[src/rtl/scan_decoder_if.sv]
// Select/scan bus for scan_decoder: control inputs from the master side,
// registered decoder outputs from the slave (decoder) side.
interface scan_decoder_if #(
  parameter int SEL_WIDTH = 2
);
  localparam int OUT_COUNT = 2 ** SEL_WIDTH;

  logic                 Enable;
  logic                 Mode;
  logic [SEL_WIDTH-1:0] Sel;
  logic [OUT_COUNT-1:0] ChanMask;
  logic [OUT_COUNT-1:0] DecoderOut;
  logic [SEL_WIDTH-1:0] ScanIndex;
  logic                 FrameStart;

  modport master (
    output Enable, Mode, Sel, ChanMask,
    input  DecoderOut, ScanIndex, FrameStart
  );

  modport slave (
    input  Enable, Mode, Sel, ChanMask,
    output DecoderOut, ScanIndex, FrameStart
  );
endinterface

[src/rtl/scan_decoder.sv]
// One-hot decoder with registered outputs and a scan sequencer that walks the
// channels enabled in ChanMask with per-channel dwell and optional blanking.
module scan_decoder #(
  parameter int SEL_WIDTH = 2,
  parameter int DWELL     = 4,
  parameter int BLANK     = 1
) (
  input logic           Clock,
  input logic           Reset_n,
  scan_decoder_if.slave bus
);
  localparam int OUT_COUNT = 2 ** SEL_WIDTH;
  localparam int DW = (DWELL > 1) ? $clog2(DWELL) : 1;
  localparam int BW = (BLANK > 1) ? $clog2(BLANK) : 1;
  localparam logic [DW-1:0] DWELL_LOAD = DW'(DWELL - 1);
  localparam logic [BW-1:0] BLANK_LOAD = BW'((BLANK > 0) ? BLANK - 1 : 0);

  typedef enum logic [1:0] {
    S_IDLE,
    S_DIRECT,
    S_DRIVE,
    S_BLANK
  } state_e;

  state_e               state_q, state_d;
  logic [OUT_COUNT-1:0] dec_q, dec_d;
  logic [SEL_WIDTH-1:0] idx_q, idx_d;
  logic                 fs_q, fs_d;
  logic [DW-1:0]        dwell_q, dwell_d;
  logic [BW-1:0]        blank_q, blank_d;

  logic                 mask_any;
  logic                 low_found;
  logic                 nxt_found;
  logic                 nxt_wrap;
  logic [SEL_WIDTH-1:0] low_idx;
  logic [SEL_WIDTH-1:0] nxt_idx;
  logic [SEL_WIDTH-1:0] cand;
  logic                 start;
  logic                 step;

  function automatic logic [OUT_COUNT-1:0] onehot(input logic [SEL_WIDTH-1:0] i);
    logic [OUT_COUNT-1:0] v;
    v    = '0;
    v[i] = 1'b1;
    return v;
  endfunction

  // Lowest enabled channel, and next enabled channel strictly above idx_q
  // (the index sum wraps naturally, giving the circular search).
  always_comb begin
    mask_any  = |bus.ChanMask;
    low_idx   = '0;
    low_found = 1'b0;
    for (int unsigned i = 0; i < OUT_COUNT; i++) begin
      if (!low_found && bus.ChanMask[i]) begin
        low_idx   = SEL_WIDTH'(i);
        low_found = 1'b1;
      end
    end
    nxt_idx   = idx_q;
    nxt_found = 1'b0;
    cand      = '0;
    for (int unsigned k = 1; k <= OUT_COUNT; k++) begin
      cand = idx_q + SEL_WIDTH'(k);
      if (!nxt_found && bus.ChanMask[cand]) begin
        nxt_idx   = cand;
        nxt_found = 1'b1;
      end
    end
    nxt_wrap = (nxt_idx <= idx_q);
  end

  always_comb begin
    state_d = state_q;
    dec_d   = dec_q;
    idx_d   = idx_q;
    fs_d    = 1'b0;
    dwell_d = dwell_q;
    blank_d = blank_q;
    start   = 1'b0;
    step    = 1'b0;

    if (!bus.Enable) begin
      state_d = S_IDLE;
      dec_d   = '0;
      dwell_d = '0;
      blank_d = '0;
    end else if (!bus.Mode) begin
      state_d = S_DIRECT;
      dec_d   = onehot(bus.Sel);
      idx_d   = bus.Sel;
    end else begin
      unique case (state_q)
        S_IDLE, S_DIRECT: start = 1'b1;
        S_DRIVE: begin
          if (dwell_q != '0) begin
            dwell_d = dwell_q - DW'(1);
          end else if (BLANK > 0) begin
            state_d = S_BLANK;
            dec_d   = '0;
            blank_d = BLANK_LOAD;
          end else begin
            step = 1'b1;
          end
        end
        S_BLANK: begin
          if (blank_q != '0) blank_d = blank_q - BW'(1);
          else               step    = 1'b1;
        end
        default: state_d = S_IDLE;
      endcase

      // An empty mask parks in IDLE, so a later nonzero mask re-enters the scan.
      if ((start || step) && !mask_any) begin
        state_d = S_IDLE;
        dec_d   = '0;
      end else if (start) begin
        state_d = S_DRIVE;
        idx_d   = low_idx;
        dec_d   = onehot(low_idx);
        dwell_d = DWELL_LOAD;
        fs_d    = 1'b1;
      end else if (step) begin
        state_d = S_DRIVE;
        idx_d   = nxt_idx;
        dec_d   = onehot(nxt_idx);
        dwell_d = DWELL_LOAD;
        fs_d    = nxt_wrap;
      end
    end
  end

  always_ff @(posedge Clock or negedge Reset_n) begin
    if (!Reset_n) begin
      state_q <= S_IDLE;
      dec_q   <= '0;
      idx_q   <= '0;
      fs_q    <= 1'b0;
      dwell_q <= '0;
      blank_q <= '0;
    end else begin
      state_q <= state_d;
      dec_q   <= dec_d;
      idx_q   <= idx_d;
      fs_q    <= fs_d;
      dwell_q <= dwell_d;
      blank_q <= blank_d;
    end
  end

  assign bus.DecoderOut = dec_q;
  assign bus.ScanIndex  = idx_q;
  assign bus.FrameStart = fs_q;
endmodule

[src/flat_wrapper.sv]
// flat-port wrapper written by rule: the top's interface ports become plain ports
module scan_decoder_flat 
#(
  parameter int SEL_WIDTH = 2,
  parameter int DWELL     = 4,
  parameter int BLANK     = 1
)
  (Clock, Reset_n, bus_Enable, bus_Mode, bus_Sel, bus_ChanMask, bus_DecoderOut, bus_ScanIndex, bus_FrameStart);
  scan_decoder_if #(.SEL_WIDTH(SEL_WIDTH)) bus_i ();
  input logic Clock;
  input logic Reset_n;
  input wire logic [$bits(bus_i.Enable)-1:0] bus_Enable;
  input wire logic [$bits(bus_i.Mode)-1:0] bus_Mode;
  input wire logic [$bits(bus_i.Sel)-1:0] bus_Sel;
  input wire logic [$bits(bus_i.ChanMask)-1:0] bus_ChanMask;
  output wire logic [$bits(bus_i.DecoderOut)-1:0] bus_DecoderOut;
  output wire logic [$bits(bus_i.ScanIndex)-1:0] bus_ScanIndex;
  output wire logic [$bits(bus_i.FrameStart)-1:0] bus_FrameStart;
  assign bus_i.Enable = bus_Enable;
  assign bus_i.Mode = bus_Mode;
  assign bus_i.Sel = bus_Sel;
  assign bus_i.ChanMask = bus_ChanMask;
  assign bus_DecoderOut = bus_i.DecoderOut;
  assign bus_ScanIndex = bus_i.ScanIndex;
  assign bus_FrameStart = bus_i.FrameStart;
  scan_decoder #(.SEL_WIDTH(SEL_WIDTH), .DWELL(DWELL), .BLANK(BLANK)) u_core (.Clock(Clock), .Reset_n(Reset_n), .bus(bus_i));
endmodule
[config.mk]
export PLATFORM = sky130hd
export DESIGN_NAME = scan_decoder_flat
export DESIGN_NICKNAME = d
export VERILOG_FILES = /design/src/rtl/scan_decoder_if.sv /design/src/rtl/scan_decoder.sv /design/src/flat_wrapper.sv
export SDC_FILE = /design/constraint.sdc
export NUM_CORES = 1
export LEC_CHECK = 0
export CAP_MARGIN = 40
export CORE_MARGIN = 1
export CORE_UTILIZATION = 48
export DETAILED_ROUTE_END_ITERATION = 10
export PLACE_DENSITY_LB_ADDON = 0.1
export SLEW_MARGIN = 10
export SYNTH_ARGS = -nofsm -noshare
export SYNTH_HDL_FRONTEND = slang
export SYNTH_SLANG_ARGS = --single-unit
[constraint.sdc]
create_clock -name Clock -period 2.2 [get_ports Clock]
set_clock_uncertainty 0.05 [all_clocks]
set_input_delay 0.44 -clock Clock [delete_from_list [all_inputs] [get_ports Clock]]
set_output_delay 0.44 -clock Clock [all_outputs]
set_load 0.05 [all_outputs]
# --- Word level (Yosys, flattened, before mapping) ---
# Cells that the tools add are included.
totals:
  register_bits: 12
  in_bits: 10
  output_inout_bits: 7
  word_cells: 126
classes:
  addsub: 5
  magnitude_cmp: 11
  eq_ne: 10
  muxes: 69
  n_reduce_logical: 25
op_table:
  columns: ["operator", "n"]
  rows:
  - ["$mux 2", 24]
  - ["$mux 1", 30]
  - ["$mux 4", 7]
  - ["$lt 2x3->1 const B", 7]
  - ["$logic_and 1x1->1", 10]
  - ["$bmux 1 s2", 4]
  - ["$logic_not 1->1", 7]
  - ["$demux 1 s2", 3]
  - ["$ge 2x1->1 const B", 3]
  - ["$ne 3x1->1 const B", 2]
  - ["$ne 6x2->1 const B", 1]
  - ["$ne 6x6->1 const B", 1]
  - ["$reduce_and 3->1", 2]
  - ["$add 2x2->2 const B", 2]
  - ["$eq 2x2->1 const B", 2]
  - ["$reduce_or 4->1", 1]
  - ["$ne 3x3->1 const B", 1]
  - ["$add 2x1->2 const B", 1]
  - ["$eq 2x1->1 const B", 1]
  - ["$le 2x2->1", 1]
  - ["$logic_not 2->1", 1]
  - ["$ne 2x1->1 const B", 1]
  - ["$ne 2x2->1 const B", 1]
  - ["$pmux 1 s2", 1]
  - ["other kinds (6)", 6]

# --- Logic depth before layout (Yosys ltp) ---
# Gate-level depths: netlist of run 1.
depth:
  depth_word: 22
  ltp_mapped: 7
  mapped_depth_nobuf: 7

# --- Worst setup path after synthesis of run 1 ---
# OpenSTA, ideal clock, no wires.
synth_path:
  path_kind: "reg-to-reg"
  startpoint: "register u_core.idx_q[1], in the netlist u_core.bus.ScanIndex[1]"
  endpoint: "register u_core.fs_q, in the netlist u_core.bus.FrameStart"
  setup_time_ns: 0.068
  t_arrival_ns: 1.992
  required_ns: 2.082
  setup_slack_ns: 0.090
  stages_incl_launch_ff: 8
  n_path_buf: 0
  period_less_slack_ns: 2.110
  cell_sequence: "dfrtp_1 > or2_2 > a21oi_1 > nor3_1 > ha_1 > nor2b_1 > o211ai_1 > and4_1"
synth_between:
  elab_chain_len: 19
  elab_cells_between_ends: 30
  cone_classes: "3 x add/sub; 1 x order compare; 20 x mux; 6 x reduce/logical"
synth_rtl:
  columns: ["element", "line", "text"]
  rows:
  - ["from (decl)", "scan_decoder.sv:27", "logic [SEL_WIDTH-1:0] idx_q, idx_d;"]
  - ["from (signal assigned)", "scan_decoder.sv:145", "idx_q <= idx_d;"]
  - ["$add 2x1->2", "scan_decoder.sv:65", "cand = idx_q + SEL_WIDTH'(k);"]
  - ["$bmux 1 s2", "scan_decoder.sv:66", "if (!nxt_found && bus.ChanMask[cand]) begin"]
  - ["$mux 1 (not written as such)", "scan_decoder.sv:66", null]
  - ["$mux 1", "scan_decoder.sv:66", null]
  - ["$logic_not 1->1", "scan_decoder.sv:66", null]
  - ["$logic_and 1x1->1", "scan_decoder.sv:66", null]
  - ["$mux 1", "scan_decoder.sv:66", null]
  - ["$logic_not 1->1", "scan_decoder.sv:66", null]
  - ["[... 4 more ...]", null, null]
  - ["$mux 2", "scan_decoder.sv:66", null]
  - ["$le 2x2->1 *", "scan_decoder.sv:71", "nxt_wrap = (nxt_idx <= idx_q);"]
  - ["$mux 1 *", "scan_decoder.sv:124", "end else if (step) begin"]
  - ["$mux 1 *", "scan_decoder.sv:118", "end else if (start) begin"]
  - ["$mux 1 *", "scan_decoder.sv:115", "if ((start || step) && !mask_any) begin"]
  - ["$mux 1 *", "scan_decoder.sv:89", "end else if (!bus.Mode) begin"]
  - ["$mux 1 *", "scan_decoder.sv:84", "if (!bus.Enable) begin"]
  - ["named net u_core.fs_d", "scan_decoder.sv:28", "logic fs_q, fs_d;"]
  - ["to (signal assigned)", "scan_decoder.sv:146", "fs_q <= fs_d;"]
  - ["to (decl)", "scan_decoder.sv:28", null]
# Mark *: on every way through the listed nets, which the timed path passes. The rest lies on a longest branch. The select of a mux whose other input is x is not followed.
# A chain may end at the register's enable or synchronous reset.

# --- Final worst setup path of run 1 ---
layout_path:
  startpoint: "register u_core.idx_q[1], in the netlist u_core.bus.ScanIndex[1]"
  endpoint: "output bus_ScanIndex[1]"
layout_rtl:
  columns: ["element", "line", "text"]
  rows:
  - ["to (decl)", "flat_wrapper.sv:17", "output wire logic [$bits(bus_i.ScanIndex)-1:0] bus_ScanIndex;"]
# No word-level cell between the ends.

==> results of run 1 <==
[sequential cells by signal, indices dropped and copies added (netlist names)]
name,cells
u_core.bus.DecoderOut,4
u_core.bus.FrameStart,1
u_core.bus.ScanIndex,2
u_core.dwell_q,2
u_core.state_q,2
[through the flow]
step | utilization | setup slack, ns | hold slack [ns] | instances
after detailed placement | 0.6860 | -0.1985 | 0.4272 | 132
after CTS | 0.7035 | 0.08987 | 0.4495 | 136
final | 0.7068 | 0.1067 | 0.4416 | 136
after global placement | 0.6860 | -0.1041 | 0.4176 | 132
after global routing | 0.7068 | 0.04886 | 0.4646 | 136
after floorplan | - | 0.08983 | 0.09441 | 87
[power by group]
| group | leakage (uW) | total (uW) | internal, uW | switching [uW] |
|---|---|---|---|---|
| Clock | 0.0000150 | 148 | 70.4 | 77.8 |
| Sequential | 0.000143 | 240 | 219 | 21.1 |
| Combinational | 0.000301 | 255 | 121 | 134 |
[cell usage after synthesis, drive strengths merged, types with 2 or more instances]
master  instances
a21oi           4
nand2           8
o211ai          2
or2             2
o31ai           2
nor2           12
nor2b           3
a31oi           2
nor3            2
nor3b           2
a221oi          2
mux2            2
nand2b          4
mux2i           2
inv             2
dfrtp          11
o21ai           7
ha              2
[layout make-up]
| type | instances | area (um2) |
|---|---|---|
| Tap cell | 16 | 20.02 |
| Fill cell | 125 | 441.7 |
| Timing Repair Buffer | 31 | 272.8 |
| Sequential cell | 11 | 275.3 |
| Clock buffer | 4 | 26.28 |
| Inverter | 2 | 7.507 |
| Multi-Input combinational cell | 72 | 462.9 |
[worst min-delay path: stages, from the launching register on]
cell	delay (ns)
dfrtp_1	0.35
nand2_1	0.05
o31ai_1	0.06
[cells by family after synthesis]
| kind of cell | Yosys count |
|---|---|
| flip-flops | 11 |
| buffers and inverters | 4 |
| AO/OA/AOI/OAI | 27 |
| AND/OR/NAND/NOR | 39 |
| multiplexers | 4 |
| adder cells (fa/ha/maj) | 2 |
[layer usage]
metal,track usage,wire length (um),up-vias
met1,0.2956,882,370
met2,0.4125,989,10
met4,0.1161,25,0
li1,-,-,392
met3,0.05603,44,2
met5,0,0,-
[what timing repair did]
action,in CTS,in global routing
hold buffers,0,0
gates resized for setup,0,1
setup endpoints to repair,0,1
endpoints found under the hold margin,0,0
[how the worst max path moves through the flow]
stage                                       end  slack [ns]  depth (start not counted)
after floorplan           u_core.bus.FrameStart        0.09                          7
after global placement    u_core.bus.FrameStart       -0.10                          8
after detailed placement  u_core.bus.FrameStart       -0.20                          8
after CTS                 u_core.bus.FrameStart        0.09                          8
after global routing      u_core.bus.FrameStart        0.05                          8
final                          bus_ScanIndex[1]        0.11                          1
==> run summary, run 1 <==
clock slew seen by the registers of the worst setup and hold paths - 0.08 ns
H-tree Lvls - 1
vias post-DR - 774
WP data arrival - 1.60 ns
netlist area before placement - 768.2 um2
largest net degree at the start of global routing - 12
Slew Viols, Final - 0
Num CTS Buffers - 3
placed cell area - 1033 um2
vias per cell - 5.691
Longest Clk Path Bufs - 2
Tot Pwr - 643.4 uW
Hold Crit Depth - 2
Synth Area in Compound Gates - 0.2492
syn_area_per_cell - 8.830 um2
post-synth top area cell - dfrtp_1
mux share of post-synthesis cell area - 0.05537
worst r2r dst - u_core.bus.FrameStart
Min-Delay Endpoint - u_core.bus.DecoderOut[0]
share of flip-flops with an asynchronous set or reset - 1.000
average wire per standard cell - 14.27 um
r2r worst-path depth - 7
detailed router's first-iteration violation count - 2
final setup vio count - 0
initial antenna violation count - 0
first-pass GRT wire length - 3263 um
vias in the first global route - 761
HP Class - reg2reg
worst r2r src - u_core.bus.ScanIndex[1]
Synth Area in Adders - 0.03257
largest family of logic cells by synthesized area - simple AND/OR/NAND/NOR gates
Worst VDD drop - 0.5385 mV
Synth Warn # - 0
crit path kind - reg2out
Worst-Skew Late Latency - 0.28 ns
setup TNS - 0 ns
Required @ worst endpoint - 1.71 ns
critical path's top delay family - buffers and inverters
# diodes - 0
CTS root buffer - clkbuf_4
Netlist cell types - 35
Critical Path Start - u_core.bus.ScanIndex[1]
die area - 1764 um2
peak fanout along the critical path - 7
Most used DFF post-synth - dfrtp_1
Synth Instances - 87
total grt overflow - 0
post-CTS setup buffer count - 0
Seq/Total Area, Yosys - 0.3583
clock sinks - 11
Synth Area in XOR/XNOR - 0
unrepaired setup endpoints after global routing - no
EDFF count, synth - 0
PortBufs - 16
Die H - 42.01 um
remaining antenna violation count - 0
gr usage total - 0.2457
WL final - 1941 um
Final nets - 133
final hold vios - 0
crit-path cells - clkdlybuf4s50_1
Worst-Margin Slew - 0.5322 ns
Synth Register Bits - 11
die width - 42.01 um
CTS tree - yes
area grow syn2layout - 38.60%
minimum setup slack among reg-to-reg paths - 0.23 ns
TritonRoute pass-1 iters - 4
max cap viols - 0
DRC viols - 0
crit path time final - 2.093 ns
simple-gate share of the synthesized area - 0.2590
power density over the cells - 604.3 nW/um2
slew margin rel. - 0.6441
WP buf/inv - 1
hold_sp - u_core.bus.DecoderOut[0]
fin crit share - 0.9515
dpl hpwl - 1556 um
crit start category - flop
design area - 1065 um2
Synth area leaders - dfrtp_1 (36%), nor2_1 (5.9%), o21ai_0 (4.6%), nand2_1 (3.9%), ha_1 (3.3%)
commonest cells after routing, fill and taps aside - clkdlybuf4s50_1 (16), buf_4 (15), nor2_1 (12)
fmax - 477.7 MHz
FP Rows - 14
Core Area - 1506 um2
Static Leak - 0.0004587 uW
GP Congestion - 0.8452
num ports - 17
CP max stage cell - clkdlybuf4s50_1
layout cells sized above 1 - 0.2000
initial core utilization - 0.5100
CP max stage delay - 0.85 ns
CP Capture Type - primary output
Synth top area share - 0.3583
syn_nets - 99
most common cell after layout, fill and taps aside - clkdlybuf4s50_1
status - complete, no violations
Power figures use the tool's default switching activity.
==> run 2, diff against run 1 <==
CTS_CLUSTER_DIAMETER = 50   (was not set)
==> results of run 2 <==
Final layout, timing and power as in run 1 (identical DEF).
